==> config.mk <==
export PLATFORM = sky130hd
export DESIGN_NAME = tt_um_delay_meter
export DESIGN_NICKNAME = d
export VERILOG_FILES = /design/src/rtl/tt_um_delay_meter.sv
export SDC_FILE = /design/constraint.sdc
export NUM_CORES = 1
export LEC_CHECK = 0
export BUFFER_PORTS_ARGS = -buffer_cell sky130_fd_sc_hd__clkbuf_2
export CORE_ASPECT_RATIO = 0.7
export CORE_MARGIN = 8
export CORE_UTILIZATION = 52
export DETAILED_ROUTE_END_ITERATION = 8
export PLACE_DENSITY = 0.72
export SETUP_SLACK_MARGIN = 0.4
export SLEW_MARGIN = 20
export SYNTH_ARGS = -nofsm -noshare
export SYNTH_HDL_FRONTEND = slang
export SYNTH_SLANG_ARGS = --single-unit
==> constraint.sdc <==
create_clock -name clk -period 7 [get_ports clk]
set_input_delay 0.35 -clock clk [delete_from_list [all_inputs] [get_ports clk]]
set_output_delay 0.35 -clock clk [all_outputs]
set_load 0.02 [all_outputs]
==> src/rtl/tt_um_delay_meter.sv <==
`default_nettype none
// ============================================================================
// Module   : tt_um_delay_meter
// Brief    : Measures loop delay in whole clk cycles through an inverter-chain
//            tap, or an external uio[0] pad loop when DELAY_METER_EXT_LOOP_EN
//            is defined. Optional 2^AVG_LOG2-run averaging, byte-wise readout.
// Revision : 1.0 - initial release
// ============================================================================
module tt_um_delay_meter #(
    parameter logic [23:0] MAX_COUNT    = 24'd10_000_000,
    parameter int          CHAIN_STAGES = 64,
    parameter int          CNT_W        = 16,
    parameter int          AVG_LOG2     = 3
) (
    input  logic       clk,
    input  logic       rst_n,
    input  logic       ena,
    input  logic [7:0] ui_in,
    output logic [7:0] uo_out,
    input  logic [7:0] uio_in,
    output logic [7:0] uio_out,
    output logic [7:0] uio_oe
);
    typedef enum logic [1:0] {
        S_IDLE   = 2'd0,
        S_LAUNCH = 2'd1,
        S_WAIT   = 2'd2,
        S_DONE   = 2'd3
    } state_t;

    localparam int          ACC_W    = CNT_W + AVG_LOG2;
    localparam logic [3:0]  LAST_RUN = 4'((1 << AVG_LOG2) - 1);
    localparam logic [23:0] TMO_LAST = MAX_COUNT - 24'd1;

    state_t           state, state_nx;
    logic [1:0]       start_sync;
    logic             start_d, start_edge;
    logic [1:0]       ret_sync;
    logic             ret_s, ret_raw;
    logic             launch, done, timeout, avg_latched, busy;
    logic [1:0]       tap_sel;
    logic [3:0]       run_idx;
    logic [CNT_W-1:0] cnt, run_val, result;
    logic [23:0]      tmo_cnt;
    logic [ACC_W-1:0] accum, accum_sum;
    logic             match, tmo_hit, last_run;
    logic [15:0]      result16;
    logic             unused_ok;

`ifdef DELAY_METER_EXT_LOOP_EN
    assign ret_raw   = uio_in[0];
    assign uio_out   = {7'b0, launch};
    assign uio_oe    = 8'h01;
    assign unused_ok = &{1'b0, ui_in[7:6], tap_sel, uio_in[7:1]};
`else
    logic       chain [0:CHAIN_STAGES];
    logic [3:0] taps;

    assign chain[0] = launch;
    for (genvar i = 0; i < CHAIN_STAGES; i++) begin : g_chain
        assign chain[i+1] = ~chain[i];
    end
    // Every tap sits on a multiple of CHAIN_STAGES/4 (even) stages: non-inverting.
    for (genvar k = 0; k < 4; k++) begin : g_tap
        assign taps[k] = chain[CHAIN_STAGES*(k+1)/4];
    end

    assign ret_raw   = taps[tap_sel];
    assign uio_out   = 8'h00;
    assign uio_oe    = 8'h00;
    assign unused_ok = &{1'b0, ui_in[7:6], uio_in};
`endif

    always_ff @(posedge clk or negedge rst_n) begin
        if (!rst_n) begin
            start_sync <= 2'b00;
            start_d    <= 1'b0;
            ret_sync   <= 2'b00;
        end else begin
            start_sync <= {start_sync[0], ui_in[0]};
            start_d    <= start_sync[1];
            ret_sync   <= {ret_sync[0], ret_raw};
        end
    end

    assign start_edge = start_sync[1] & ~start_d;
    assign ret_s      = ret_sync[1];
    assign match      = (ret_s == launch);
    assign tmo_hit    = (tmo_cnt == TMO_LAST);
    assign last_run   = (run_idx == LAST_RUN);
    assign run_val    = (&cnt) ? cnt : cnt + 1'b1;
    assign accum_sum  = accum + ACC_W'(run_val);
    assign busy       = (state == S_LAUNCH) || (state == S_WAIT);

    always_ff @(posedge clk or negedge rst_n) begin
        if (!rst_n) state <= S_IDLE;
        else        state <= state_nx;
    end

    always_comb begin
        state_nx = state;
        case (state)
            S_IDLE, S_DONE: if (start_edge) state_nx = S_LAUNCH;
            S_LAUNCH:       state_nx = S_WAIT;
            S_WAIT: begin
                if (match)        state_nx = (avg_latched && !last_run) ? S_LAUNCH : S_DONE;
                else if (tmo_hit) state_nx = S_DONE;
            end
            default:        state_nx = S_IDLE;
        endcase
        if (!ena) state_nx = S_IDLE;
    end

    // Launch flips on entry to LAUNCH so the LAUNCH cycle already fills the
    // first synchroniser stage; a zero-delay loop then reads back as 2.
    always_ff @(posedge clk or negedge rst_n) begin
        if (!rst_n) begin
            launch      <= 1'b0;
            tap_sel     <= 2'b00;
            avg_latched <= 1'b0;
            accum       <= '0;
            run_idx     <= 4'd0;
            done        <= 1'b0;
            timeout     <= 1'b0;
            cnt         <= '0;
            tmo_cnt     <= 24'd0;
            result      <= '0;
        end else begin
            if (state_nx == S_LAUNCH) launch <= ~launch;
            if ((state == S_IDLE || state == S_DONE) && state_nx == S_LAUNCH) begin
                tap_sel     <= ui_in[2:1];
                avg_latched <= ui_in[3];
                accum       <= '0;
                run_idx     <= 4'd0;
                done        <= 1'b0;
                timeout     <= 1'b0;
            end
            if (state == S_LAUNCH) begin
                cnt     <= '0;
                tmo_cnt <= 24'd0;
            end
            if (state == S_WAIT && ena) begin
                if (!(&cnt)) cnt <= cnt + 1'b1;
                tmo_cnt <= tmo_cnt + 24'd1;
                if (match) begin
                    if (avg_latched) begin
                        accum <= accum_sum;
                        if (last_run) begin
                            result <= accum_sum[ACC_W-1:AVG_LOG2];
                            done   <= 1'b1;
                        end else begin
                            run_idx <= run_idx + 4'd1;
                        end
                    end else begin
                        result <= run_val;
                        done   <= 1'b1;
                    end
                end else if (tmo_hit) begin
                    result  <= '1;
                    timeout <= 1'b1;
                    done    <= 1'b1;
                end
            end
        end
    end

    assign result16 = 16'(result);

    always_comb begin
        case (ui_in[5:4])
            2'd0:    uo_out = result16[7:0];
            2'd1:    uo_out = result16[15:8];
            2'd2:    uo_out = {busy, done, timeout, avg_latched, run_idx};
            default: uo_out = {6'b0, launch, ret_s};
        endcase
    end

endmodule
`default_nettype wire

Word-level counts from Yosys, hierarchy flattened
Index checks and enable logic that the tools add are counted.
Storage, ports and cells
  register bits: 92
  bits in latches: 0
  bits in writable memories: 0
  bits in read-only memories: 0
  input bits: 19
  output and inout port bits: 24
  logic and storage cells: 83
  memories kept: 0
Operators by class
  $add $sub $neg: 4
  $mul: 0
  div/mod/pow operators: 0
  order comparisons: 1
  eq/ne operators: 10
  shifts and indexed selects: 0
  multiplexer cells: 38
  bitwise logic cells: 3
  reduce and logical (&&, ||, !) cells: 13
Operators by type and width (number)
  $mux W16: 8
  $mux W19: 4
  $mux W24: 2
  $add A24 B1 Y24 const B: 1
  $eq A24 B24 Y1 const B: 1
  $pmux W8 S3: 1
  $mux W4: 5
  $add A19 B16 Y19: 1
  $add A16 B1 Y16 const B: 1
  $reduce_and A16 Y1: 1
  $mux W1: 11
  $mux W2: 5
  $eq A2 B1 Y1 const B: 3
  $eq A2 B2 Y1 const B: 3
  $pmux W2 S3: 1
  $add A4 B1 Y4 const B: 1
  $eq A4 B3 Y1 const B: 1
  $logic_not A2 Y1: 2
  $reduce_bool A2 Y1: 2
  $logic_and A1 B1 Y1: 3
  $lt A2 B3 Y1 const B: 1
  $ne A3 B2 Y1 const B: 1
  $reduce_and A3 Y1: 1
  $bmux W1 S2: 1
  6 further kinds: 8

Longest topological paths before layout
  depth in word-level cells: 14
  mapped depth: 15
  gate-level depth less buffers: 12

Least setup slack after synthesis
OpenSTA, ideal clock, no wires.
  kind: reg-to-reg
  from: reg cnt[0]
  to: reg result[8]
  arrival time: 3.318 ns
  path slack: 3.556 ns
  stages on the path, launching flop included: 14
  path buffers: 2
  period minus slack after synthesis: 3.444 ns
  cells stage by stage: dfrtp_1 ha_1 and2_1 clkbuf_1 nand3_1 buf_2 mux2_1 ha_1 a211oi_1 o21ai_0 a211oi_1 or3_1 a21oi_1 o32a_1
Between the ends
  longest elaborated chain between the ends: 6
  elaborated cells on any way between the ends: 7
  those cells by class: add/sub (2); mux (4); reduce/logical (1)
RTL lines
  from (decl): RTL line 43  | logic [CNT_W-1:0] cnt, run_val, result;
  from (signal assigned): RTL line 143  | if (!(&cnt)) cnt <= cnt + 1'b1;
  $add A16 B1 Y16 / $reduce_and A16 Y1 (equally long branches): RTL line 91  | assign run_val = (&cnt) ? cnt : cnt + 1'b1;
  $mux W16 *: RTL line 91
  $add A19 B16 Y19: RTL line 92  | assign accum_sum = accum + ACC_W'(run_val);
  $mux W16: RTL line 148  | if (last_run) begin
  $mux W16 *: RTL line 146  | if (avg_latched) begin
  $mux W16 *: RTL line 145  | if (match) begin
  to (signal assigned): RTL line 149  | result <= accum_sum[ACC_W-1:AVG_LOG2];
  to (signal assigned): RTL line 155  | result <= run_val;
  to (decl): RTL line 43
Every way passes the cells marked *; elsewhere a longest branch is shown, timed or not. The select of a mux whose other input is x is not followed.
A chain may end at the register's enable or synchronous reset.

Final worst setup path
  from: reg cnt[0]
  to: reg result[10]
Same word-level chain as after synthesis.

==> impl_metrics.env <==
export IMPL_finalSetupViolations=0
export IMPL_holdCritPathClass="input port to flip-flop"
export IMPL_ir_drop_worst_case_vdd_v=0.0002376
export IMPL_die_width_um=140.8
export IMPL_first_pass_grt_wire_length_um=23440
export IMPL_min_from="ui_in[0]"
export IMPL_power_switching_w=0.0005742
export IMPL_power_frac_comb_pct=25.8
export IMPL_outcome="complete, no violations"
export IMPL_synth_top_cells_by_area="dfrtp_1, o21ai_0, nand2_1"
export IMPL_die_height_um=103.4
export IMPL_clock_skew_final_ps=8.617
export IMPL_multi_input_logic_area_um2=3188
export IMPL_ff_latch_area_um2=2252
export IMPL_cts_reportedPaths_clkPinSlew_ps=70
export IMPL_synth_main_ff_cell="dfrtp_1"
export IMPL_critical_path_slowest_cell="dfrtp_1"
export IMPL_syn_area_um2=5672
export IMPL_worstPathCellList="ha_1 > and2_1 > nand3_1 > buf_4 > mux2_1 > ha_1 > a211oi_1 > o21ai_0 > a21oi_1 > o21ai_0 > xnor2_1 > a21oi_1"
export IMPL_drtIter0Drc=491
export IMPL_max_slew_margin_vs_limit_pct=35.96
export IMPL_cap_viol_max_count=0
export IMPL_worstReg2RegStart="cnt[0]$_DFF_PN0_"
export IMPL_initial_standard_cell_utilization_of_the_core_pct=52.47
export IMPL_ys_async_sr_fraction_pct=100.0
export IMPL_timing_reg2reg_setup_slack_ps=2990
export IMPL_p_sw_share_pct=33.41
export IMPL_tritoncts_sinks=90
export IMPL_cts_max_level=3
export IMPL_worst_hold_path_endpoint="start_sync[0]$_DFF_PN0_"
export IMPL_drive_gt1_share_pct=8.514
export IMPL_layout_cells_most_common="dfrtp_1"
export IMPL_critical_path_startpoint_type="flip-flop"
export IMPL_intPower_w=0.001145
export IMPL_postRouteAntennaNets=0
export IMPL_core_area_um2=10810
export IMPL_p_leak_nw=2.763
export IMPL_grt_total_usage_pct=20.04
export IMPL_yosysUniqueCellTypes=66
export IMPL_final_max_slew_violation_count=0
export IMPL_layout_filler_cell_count=950
export IMPL_first_global_vias=4588
export IMPL_io_buffers=14
export IMPL_grt_setup_unrepaired="false"
export IMPL_post_synth_top_area_cell="dfrtp_1"
export IMPL_worst_slack_ps=2985
export IMPL_place_gp_congestion=0.8764
export IMPL_pre_cts_ws_ps=3048
export IMPL_n_antenna_cell=0
export IMPL_synth_enable_flop_cells=0
export IMPL_yosysWarnings=0
export IMPL_clock_path_buffers=2
export IMPL_layout_core_utilization_pct=56.94
export IMPL_detailed_place_hpwl_um=10150
export IMPL_cts_inserted_buffers=9
export IMPL_synth_seq_area_share_pct=39.71
export IMPL_clock_fmax_ghz=0.2491
export IMPL_worst_setup_path_type="flip-flop to flip-flop"
export IMPL_cts_root_buf="clkbuf_16"
export IMPL_reg2regPathDepth=12
export IMPL_transition_at_the_pin_with_the_smallest_max_transition_slack_ps=957.1
export IMPL_wl_per_cell_um=18.00
export IMPL_clk_insertion_delay_late_ps=350
export IMPL_r2r_end="result[10]$_DFFE_PN0P_"
export IMPL_routed_via_count=4924
export IMPL_design_die_area_um2=14560
export IMPL_sum_of_negative_setup_slack_ps=0
export IMPL_ys_ff_latch=90
export IMPL_power_density_nw_per_um2=279.2
export IMPL_min_path_cells=1
export IMPL_firstDrtPassIters=6
export IMPL_seqPwrFrac_pct=39.0
export IMPL_synth_top_area_share_pct=39.71
export IMPL_grt_start_max_net_pins=76
export IMPL_clock_power_share_pct=35.3
export IMPL_boundaryPins=43
export IMPL_worst_setup_path_end_kind="flip-flop"
export IMPL_grt_overflow=0
export IMPL_final_period_minus_worst_setup_slack_ps=4015
export IMPL_grt_antenna_before_repair=0
export IMPL_critPathMaxFanout=21
export IMPL_cp_required_ps=7200
export IMPL_synthesis_instances=640
export IMPL_vias_per_cell=6.297
export IMPL_cp_arrival_ps=4220
export IMPL_drc=0
export IMPL_placementRows=32
export IMPL_clock_tree_from_tritoncts="built"
export IMPL_finalWirelength_um=14070
export IMPL_synthToLayoutAreaGrowth_pct=8.537
export IMPL_final_min_period_over_clock_period_pct=57.36
export IMPL_fin_nets=683
export IMPL_report_final_hold_viol_count=0
export IMPL_syn_area_per_cell_um2=8.862
export IMPL_leading_cell_types_in_the_layout_fill_and_taps_excluded="dfrtp_1, nand2_1, o21ai_0, a21oi_1"
export IMPL_critical_path_max_stage_delay_ps=460
==> state kept, by name, indices dropped and copies added (netlist names), 2 cells and up <==
name        flops
accum          19
cnt            16
result         16
ret_sync        2
run_idx         4
start_sync      2
state           2
tmo_cnt        24
==> synthesized netlist by cell type (all sizes together) (3+ instances only) <==
library cell,n
a21o,7
o211ai,5
and4,4
and3,11
clkbuf,20
o21a,6
o21ai,66
nor4bb,4
a22o,4
inv,8
xor2,11
a32o,3
a211oi,7
mux2,5
nand3b,4
a31oi,11
and2,7
mux2i,9
nand2,78
a21oi,46
ha,22
nand2b,3
nand4,14
and3b,3
nor2,36
o31ai,18
nor3,7
buf,27
dfrtp,90
xnor2,18
o41ai,3
nor2b,9
o22ai,8
nand3,36
==> metrics by stage <==
stage / power (W) / hold WS (ps) / std cells / cell area, µm²
2_1_floorplan: 0.0009875 / 54.41 / 655 / 5728
3_3_place_gp: 0.001092 / 226.4 / 765 / 5769
3_5_place_dp: 0.001114 / 230.4 / 765 / 5769
4_1_cts: 0.001721 / 102.6 / 782 / 6156
5_1_grt: 0.001809 / 97.92 / 782 / 6156
6_report: 0.001719 / 115.5 / 782 / 6156
==> critical path: cells and delay by family, from the launching register on <==
kind	cells	cell delay, ps
AO/OA/AOI/OAI	5	1360
XOR/XNOR	1	260
adder cells (fa/ha/maj)	2	650
buffers and inverters	1	220
flip-flops	1	460
multiplexers	1	420
AND/OR/NAND/NOR	2	500
==> power by group through the flow <==
stage                     combinational, W  clock (W)  sequential [W]
after floorplan                   0.000345          0        0.000642
after global placement            0.000422          0        0.000670
after detailed placement          0.000439          0        0.000675
after CTS                         0.000441   0.000612        0.000667
after global routing              0.000493   0.000635        0.000680
final                             0.000443   0.000606        0.000670
==> how the worst max path moves through the flow <==
stage,from,end
2_1_floorplan,cnt[0]$_DFF_PN0_,result[8]$_DFFE_PN0P_
3_3_place_gp,cnt[0]$_DFF_PN0_,result[15]$_DFFE_PN0P_
3_5_place_dp,cnt[0]$_DFF_PN0_,result[10]$_DFFE_PN0P_
4_1_cts,cnt[0]$_DFF_PN0_,result[10]$_DFFE_PN0P_
5_1_grt,cnt[0]$_DFF_PN0_,result[10]$_DFFE_PN0P_
6_report,cnt[0]$_DFF_PN0_,result[10]$_DFFE_PN0P_
==> final cells by class <==
type	instances	area share, %
inverter	9	0.5488
timing repair buffer	22	2.195
clock inverter	6	2.236
tap	136	2.764
multi-input combinational	509	51.79
sequential	90	36.59
clock buffer	10	3.882
==> routing by layer <==
| metal | vias to the layer above | GRT usage (%) | routed length [µm] |
|---|---|---|---|
| met1 | 2370 | 29.13 | 6878 |
| met3 | 14 | 4.264 | 1085 |
| met5 | - | 0 | 0 |
| li1 | 2334 | - | - |
| met4 | 0 | 6.003 | 163 |
| met2 | 206 | 29.36 | 5946 |
==> what timing repair did <==
item / 4_1_cts / 5_1_grt
gates resized for setup: 0 / 0
setup buffers: 0 / 0
hold buffers: 1 / 0
hold endpoints to repair: 15 / 0
==> logic make-up (layout without fill, tap and decap cells) <==
group                    after synthesis  in the layout  share of synthesized area [%]
other                                  1             16                        0.06612
adder cells (fa/ha/maj)               23             23                          5.206
XOR/XNOR                              29             29                          4.478
buffers and inverters                 56             47                          5.074
AO/OA/AOI/OAI                        201            201                          22.48
flip-flops                            90             90                          39.71
AND/OR/NAND/NOR                      224            224                          19.61
multiplexers                          16             16                          3.375
Note: power is estimated with default switching activity, not from simulation.
